`config.mk`:
```
export PLATFORM = sky130hd
export DESIGN_NAME = truth_table_sweeper
export DESIGN_NICKNAME = d
export VERILOG_FILES = /design/src/rtl/sweeper_pkg.sv /design/src/rtl/truth_ref_gate.sv /design/src/rtl/truth_table_sweeper.sv
export SDC_FILE = /design/constraint.sdc
export NUM_CORES = 1
export LEC_CHECK = 0
export CAP_MARGIN = 5
export CORE_UTILIZATION = 35
export CTS_BUF_LIST = sky130_fd_sc_hd__clkbuf_8
export DETAILED_ROUTE_END_ITERATION = 12
export DONT_BUFFER_PORTS = 1
export PLACE_DENSITY = 0.55
export SETUP_SLACK_MARGIN = 0.05
export SLEW_MARGIN = 10
export SYNTH_ARGS = -nofsm -noshare
export SYNTH_HDL_FRONTEND = slang
export SYNTH_SLANG_ARGS = --single-unit
```
`constraint.sdc`:
```
create_clock -name clk -period 4.45 [get_ports clk]
set_input_delay 0.6675 -clock clk [delete_from_list [all_inputs] [get_ports clk]]
set_output_delay 0.6675 -clock clk [all_outputs]
set_load 0.005 [all_outputs]
```
`src/rtl/sweeper_pkg.sv`:
```
// sweeper_pkg: shared state encoding, MODE gate codes and parameter limits for truth_table_sweeper
package sweeper_pkg;
  typedef enum logic [1:0] {IDLE, APPLY, DONE} state_t;
  localparam int MODE_AND  = 0;
  localparam int MODE_OR   = 1;
  localparam int MODE_XOR  = 2;
  localparam int MODE_NAND = 3;
  localparam int MODE_NOR  = 4;
  localparam int N_IN_MAX  = 8;
  localparam int DWELL_MIN = 2;
  localparam int DWELL_MAX = 1023;
endpackage

```
`src/rtl/truth_ref_gate.sv`:
```
// truth_ref_gate: combinational reference gate giving the expected output for a row (dut_in -> expected)
module truth_ref_gate
  import sweeper_pkg::*;
#(
  parameter int N_IN = 2,
  parameter int MODE = MODE_OR
) (
  input  logic [N_IN-1:0] dut_in,
  output logic            expected
);
  always_comb
    expected = (MODE == MODE_AND)  ?  (&dut_in) :
               (MODE == MODE_OR)   ?  (|dut_in) :
               (MODE == MODE_XOR)  ?  (^dut_in) :
               (MODE == MODE_NAND) ? ~(&dut_in) : ~(|dut_in);
endmodule

```
`src/rtl/truth_table_sweeper.sv`:
```
// truth_table_sweeper: drives every input row to a gate under test, holds it DWELL cycles, checks dut_out against MODE
// Ports: clk, reset (sync, active high), start, dut_out in; dut_in, sample_strobe, busy, done, pass, err_count out.
// Optional SWEEPER_FIRST_FAIL_EN adds first_fail_row / first_fail_vld recording the first mismatching row of a sweep.
module truth_table_sweeper
  import sweeper_pkg::*;
#(
  parameter int N_IN  = 2,
  parameter int DWELL = 50,
  parameter int MODE  = MODE_OR
) (
  input  logic            clk,
  input  logic            reset,
  input  logic            start,
  input  logic            dut_out,
  output logic [N_IN-1:0] dut_in,
  output logic            sample_strobe,
  output logic            busy,
  output logic            done,
  output logic            pass,
  output logic [N_IN:0]   err_count
`ifdef SWEEPER_FIRST_FAIL_EN
  ,
  output logic [N_IN-1:0] first_fail_row,
  output logic            first_fail_vld
`endif
);
  localparam int CW = $clog2(DWELL);
  if (N_IN < 1 || N_IN > N_IN_MAX || DWELL < DWELL_MIN || DWELL > DWELL_MAX || MODE < MODE_AND || MODE > MODE_NOR)
    $error("truth_table_sweeper: illegal parameter N_IN=%0d DWELL=%0d MODE=%0d", N_IN, DWELL, MODE);
  state_t          state, state_nx;
  logic [CW-1:0]   cnt;
  logic            expected, accept, mismatch;
  truth_ref_gate #(.N_IN(N_IN), .MODE(MODE)) u_ref (.dut_in(dut_in), .expected(expected));
  assign accept        = start && state != APPLY;
  assign sample_strobe = state == APPLY && cnt == CW'(DWELL - 1);
  assign mismatch      = sample_strobe && dut_out != expected;
  assign busy          = state == APPLY;
  assign done          = state == DONE;
  assign pass          = done && err_count == '0;
  always_comb
    state_nx = accept ? APPLY : (sample_strobe && &dut_in) ? DONE : state;
  always_ff @(posedge clk)
    state <= reset ? IDLE : state_nx;
  // dut_in wraps from the last row back to 0 on the final strobe, so DONE sees dut_in=0 for free
  always_ff @(posedge clk) begin
    if (reset || accept) begin
      dut_in    <= '0;
      cnt       <= '0;
      err_count <= '0;
    end else if (state == APPLY) begin
      cnt       <= sample_strobe ? '0 : cnt + CW'(1);
      dut_in    <= sample_strobe ? dut_in + N_IN'(1) : dut_in;
      err_count <= err_count + (N_IN + 1)'(mismatch);
    end
  end
`ifdef SWEEPER_FIRST_FAIL_EN
  always_ff @(posedge clk) begin
    if (reset || accept) begin
      first_fail_row <= '0;
      first_fail_vld <= 1'b0;
    end else if (mismatch && !first_fail_vld) begin
      first_fail_row <= dut_in;
      first_fail_vld <= 1'b1;
    end
  end
`endif
endmodule

```
# After elaboration in Yosys (flattened, before gate mapping)
# Index checks and enable logic that the tools add are counted.
[word_totals]
wordCells = 28
out_inout_bits = 9
romBits = 0
ff_bits = 13
n_memories = 0
latch_bits = 0
ram_bits = 0
[op_classes]
n_mul = 0
mux = 3
n_reduce_logical = 12
shift = 0
addsub = 3
eq_ne = 5
n_div = 0
magnitude_cmp = 0
bitwise = 0
[ops]
columns = ["operator", "count"]
rows = [
  ["$add A6 B1 Y6 const B", 1],
  ["$eq A6 B6 Y1 const B", 1],
  ["$mux W6", 1],
  ["$logic_and A1 B1 Y1", 5],
  ["$reduce_and A2 Y1", 2],
  ["$reduce_or A2 Y1", 2],
  ["$add A3 B1 Y3", 1],
  ["$logic_not A3 Y1", 1],
  ["$add A2 B1 Y2 const B", 1],
  ["$eq A2 B1 Y1 const B", 1],
  ["$eq A2 B2 Y1 const B", 1],
  ["$mux W1", 2],
  ["$ne A2 B1 Y1 const B", 1],
  ["$reduce_bool A2 Y1", 1],
  ["$logic_or A1 B1 Y1", 1],
  ["$ne A1 B1 Y1", 1],
]

# Logic depth before layout (Yosys ltp)
[logic_depth]
word_depth = 5
mapped_depth = 9
depth_no_buf = 9

# By module
# Synthesis repeated with hierarchy kept, for this count alone.
[unflattened]
hier_cells = 74
hier_area_um2 = 669.4
[by_module_without_submodules]
columns = ["mod", "seq_area_each_um2", "area_per_inst_um2", "cells_each", "n_inst"]
rows = [
  ["truth_table_sweeper", 260.2, 663.1, 73, 1],
  ["truth_ref_gate", 0.0, 6.3, 1, 1],
]

# Least setup slack after synthesis
# Ideal clock, no wire load.
[synth_path]
path_kind = "reg2out"
startpoint = "register cnt[1]"
endpoint = "output sample_strobe"
t_arrival_ps = 1052
path_buffers = 1
required_time_ps = 3783
setup_slack_ps = 2730
path_stages_with_launch = 6
cell_sequence = "dfxtp_1 inv_1 ha_1 and4bb_2 and2_4 buf_6"
[synth_via]
elab_chain_len = 2
[synth_lines]
columns = ["element", "line_no", "source"]
rows = [
  ["start, declared", "truth_table_sweeper.sv:31", "logic [CW-1:0] cnt;"],
  ["start signal, assigned", "truth_table_sweeper.sv:51", "cnt <= sample_strobe ? '0 : cnt + CW'(1);"],
  ["$eq A6 B6 Y1", "truth_table_sweeper.sv:35", "assign sample_strobe = state == APPLY && cnt == CW'(DWELL - 1);"],
  ["$logic_and A1 B1 Y1", "truth_table_sweeper.sv:35", ""],
  ["end, declared", "truth_table_sweeper.sv:16", "output logic sample_strobe,"],
]
# Every way passes these cells.

# Worst setup path in the final report
[layout_path]
startpoint = "register cnt[0]"
endpoint = "output sample_strobe"
# Same word-level chain as after synthesis.

==> out/qor.csv <==
stage,metric,value,unit
run_status,status,"complete, no violations",
power,Cell Pwr Density,324,mW/mm^2
power,overall power,0.235,mW
cts,Worst-path clk slew,60,ps
worst_setup_path,worst reg2reg endpoint,err_count[2],
placed_design,Inst Count DP,100,
drt,drt pass-1 iters,4,
drt,Vias/cell,4.82,
worst_hold_path,type of the worst min-delay path,flop to flop,
floorplan,core box area,0.00176,mm^2
layout,ratio of cells with drive above 1 in the final layout,0.127,
worst_setup_path,Setup crit end kind,output pin,
synth,syn_nets,88,
grt,vias in the first global route,450,
sta,final setup vio count,0,
sta,Highest Clock Rate,500,MHz
grt,initial antenna violation count,0,
placed_design,routability cong.,0.710,
synth,Synth top area share,0.390,
cts,total clock sinks,13,
layout,n_diodes,0,
cts,Worst-Skew Late Latency,240,ps
power,sw power,0.0520,mW
cts,CTS max path bufs,2,
sta,worst-margin pin slew,492,ps
sta,Final Cycle Share,0.450,
power,Logic pwr share,0.047,
worst_setup_path,"reg-to-reg slack, setup",2650,ps
cts,post-CTS sizing,0,
worst_setup_path,CP Launch Point,cnt[0],
grt,first-pass GRT wire length,2050,um
synth,Mapped Cells,78,
floorplan,Horiz. Die Dim,45.7,um
sta,"Hold Vio Cnt, Final",0,
power,Seq pwr share,0.510,
cts,CTS tree,built,
floorplan,cell row count,15,
sta,max-slew violation count,0,
worst_setup_path,CP required,3780,ps
power,Int Power,0.183,mW
sta,unrepaired setup endpoints after global routing,false,
synth,"flops & latches, synth",13,
synth,"FFs w/ async S/R, synth",0,
power,worst vdd ir,0.185,mV
drt,Routed Wire Length,1230,um
floorplan,DIE HEIGHT,45.7,um
synth,"EDFF count, synth",0,
placed_design,port bufs,0,
drt,remaining antenna violation count after routing,0,
cts,CTS buffer count,3,
sta,Hold WS,480,ps
power,P_leak,0.271,nW
worst_setup_path,critical setup path kind,flop to output pin,
synth,Synth Flop Type,dfxtp_1,
floorplan,Initial Util,0.378,
job,Max-Cap Viols,0,
worst_setup_path,CP Launch Type,flop,
synth,yosys warns,0,
power,sw frac,0.222,
placed_design,post-DP HPWL,870,um
grt,largest net degree at the start of global routing,13,
power,clock power share,0.444,
layout,Nets,90,
drt,via count,501,
floorplan,area of the die,0.00208,mm^2
synth,"Avg Cell Area, Syn",8.55,um^2
worst_setup_path,Reg-to-Reg Start,cnt[1],
worst_setup_path,"critical path fanouts, max",7,
synth,sequential-to-total area share from yosys stat,0.390,
drt,Detailed Route Iter0 Violations,10,
grt,"Remaining Overflow, GRT",0,
sta,Max Clock Skew,7.52,ps
synth,post-synth cell types,26,
grt,GRT Total Usage,0.143,
worst_setup_path,worst reg-to-reg path cell count,9,
floorplan,Ports,13,
cts,# Post-CTS Setup Buffers,0,
layout,P&R area growth vs syn,8.63,%
cts,hold_buf cts,0,
sta,total negative slack,0,ps
drt,residual DRC count,0,
worst_setup_path,worst setup path end,sample_strobe,
synth,Netlist Area Pre-Place,667,um^2
synth,"area leader, netlist",dfxtp_1,
layout,"Cell Count, Final, Fillers Out",104,
sta,worst relative slew slack,0.672,
worst_setup_path,Worst Path Arrival,1330,ps
cts,# H-tree levels,1,
cts,Root Buffer,clkbuf_8,
synth,Synth area leaders,"dfxtp_1 (39%), ha_1 (11%), a21oi_1 (7.5%), nand2_1 (7.3%), xor2_1 (3.9%)",
sta,minimum clock period,2000,ps
drt,routed length per instance,11.8,um
## power groups by stage
stage / Clock (mW) / Sequential, mW / Combinational (mW)
after global placement: 0 / 0.122 / 0.0106
after detailed placement: 0 / 0.122 / 0.0107
after CTS: 0.108 / 0.120 / 0.0109
after global routing: 0.112 / 0.120 / 0.0125
final: 0.104 / 0.120 / 0.0109
after floorplan: 0 / 0.122 / 0.00885
## critical path, cell delays in order, from the launching register on
cell and delay, ps:
dfxtp_1 390, ha_1 200, and4bb_2 290, and2_4 210
## cell usage in the layout, fill, tap and decap left out
| master | instances |
|---|---|
| and3b_4 | 1 |
| and4bb_2 | 1 |
| nand4_1 | 1 |
| dfxtp_1 | 13 |
| clkbuf_8 | 3 |
| a31oi_1 | 1 |
| inv_1 | 5 |
| nand2b_1 | 2 |
| nor4_1 | 1 |
| nor3_1 | 2 |
| and2_4 | 1 |
| or2_2 | 1 |
| clkinv_2 | 1 |
| nor4b_1 | 1 |
| nand2_1 | 13 |
| nand3_1 | 2 |
| or3_1 | 2 |
| and3_2 | 1 |
| ha_1 | 6 |
| a21oi_1 | 10 |
| xnor2_1 | 2 |
| o21ai_0 | 1 |
| nor2_1 | 4 |
| a211o_2 | 1 |
| xor2_1 | 3 |
## cell families (layout without fill, tap and decap cells)
kind of cell | Yosys count | in the layout | synth area share
buffers and inverters | 8 | 9 | 0.0582
adder cells (fa/ha/maj) | 6 | 6 | 0.113
flip-flops | 13 | 13 | 0.390
AO/OA/AOI/OAI | 13 | 13 | 0.107
XOR/XNOR | 5 | 5 | 0.0657
AND/OR/NAND/NOR | 33 | 33 | 0.266
## worst min-delay path by stage
stage | from | to | cells after the start
4_1_cts | state[1] | state[1] | 2
5_1_grt | reset | state[0] | 1
3_5_place_dp | state[1] | state[1] | 2
3_3_place_gp | cnt[1] | cnt[1] | 2
6_report | state[1] | state[1] | 2
2_1_floorplan | state[1] | state[1] | 2
## through the flow
step                area [um^2]  worst slack [ps]  utilization
finish                      724              2450        0.411
global route                724              2360        0.411
CTS                         724              2430        0.411
detailed placement          678              2680        0.384
global placement            678              2720        0.384
floorplan                   667              2730            -
## Yosys cell counts (2+ instances only)
master and count:
nor3_1 2, xnor2_1 2, nand2_1 13, nor2_1 4, nand3_1 2, nand2b_1 2, xor2_1 3, inv_1 5
ha_1 6, a21oi_1 10, dfxtp_1 13, or3_1 2
## area by class of cell
class,instances,area [um^2]
flip-flops and latches,13,260
clock inverters,1,5.00
multi-input cells,57,368
fillers,189,1040
clock buffers,3,41.3
inverters,5,18.8
well taps,25,31.3
## state kept, by name (all words and copies together) (netlist names)
register,flops
cnt,6
state,2
err_count,3
dut_in,2
## routing by layer
metal	track usage	up-vias	routed length, um
li1	-	265	-
met1	0.179	215	627
met2	0.189	16	461
met3	0.0754	5	108
met4	0.0909	0	34
met5	0	-	0
Note: power is estimated with default switching activity, not from simulation.
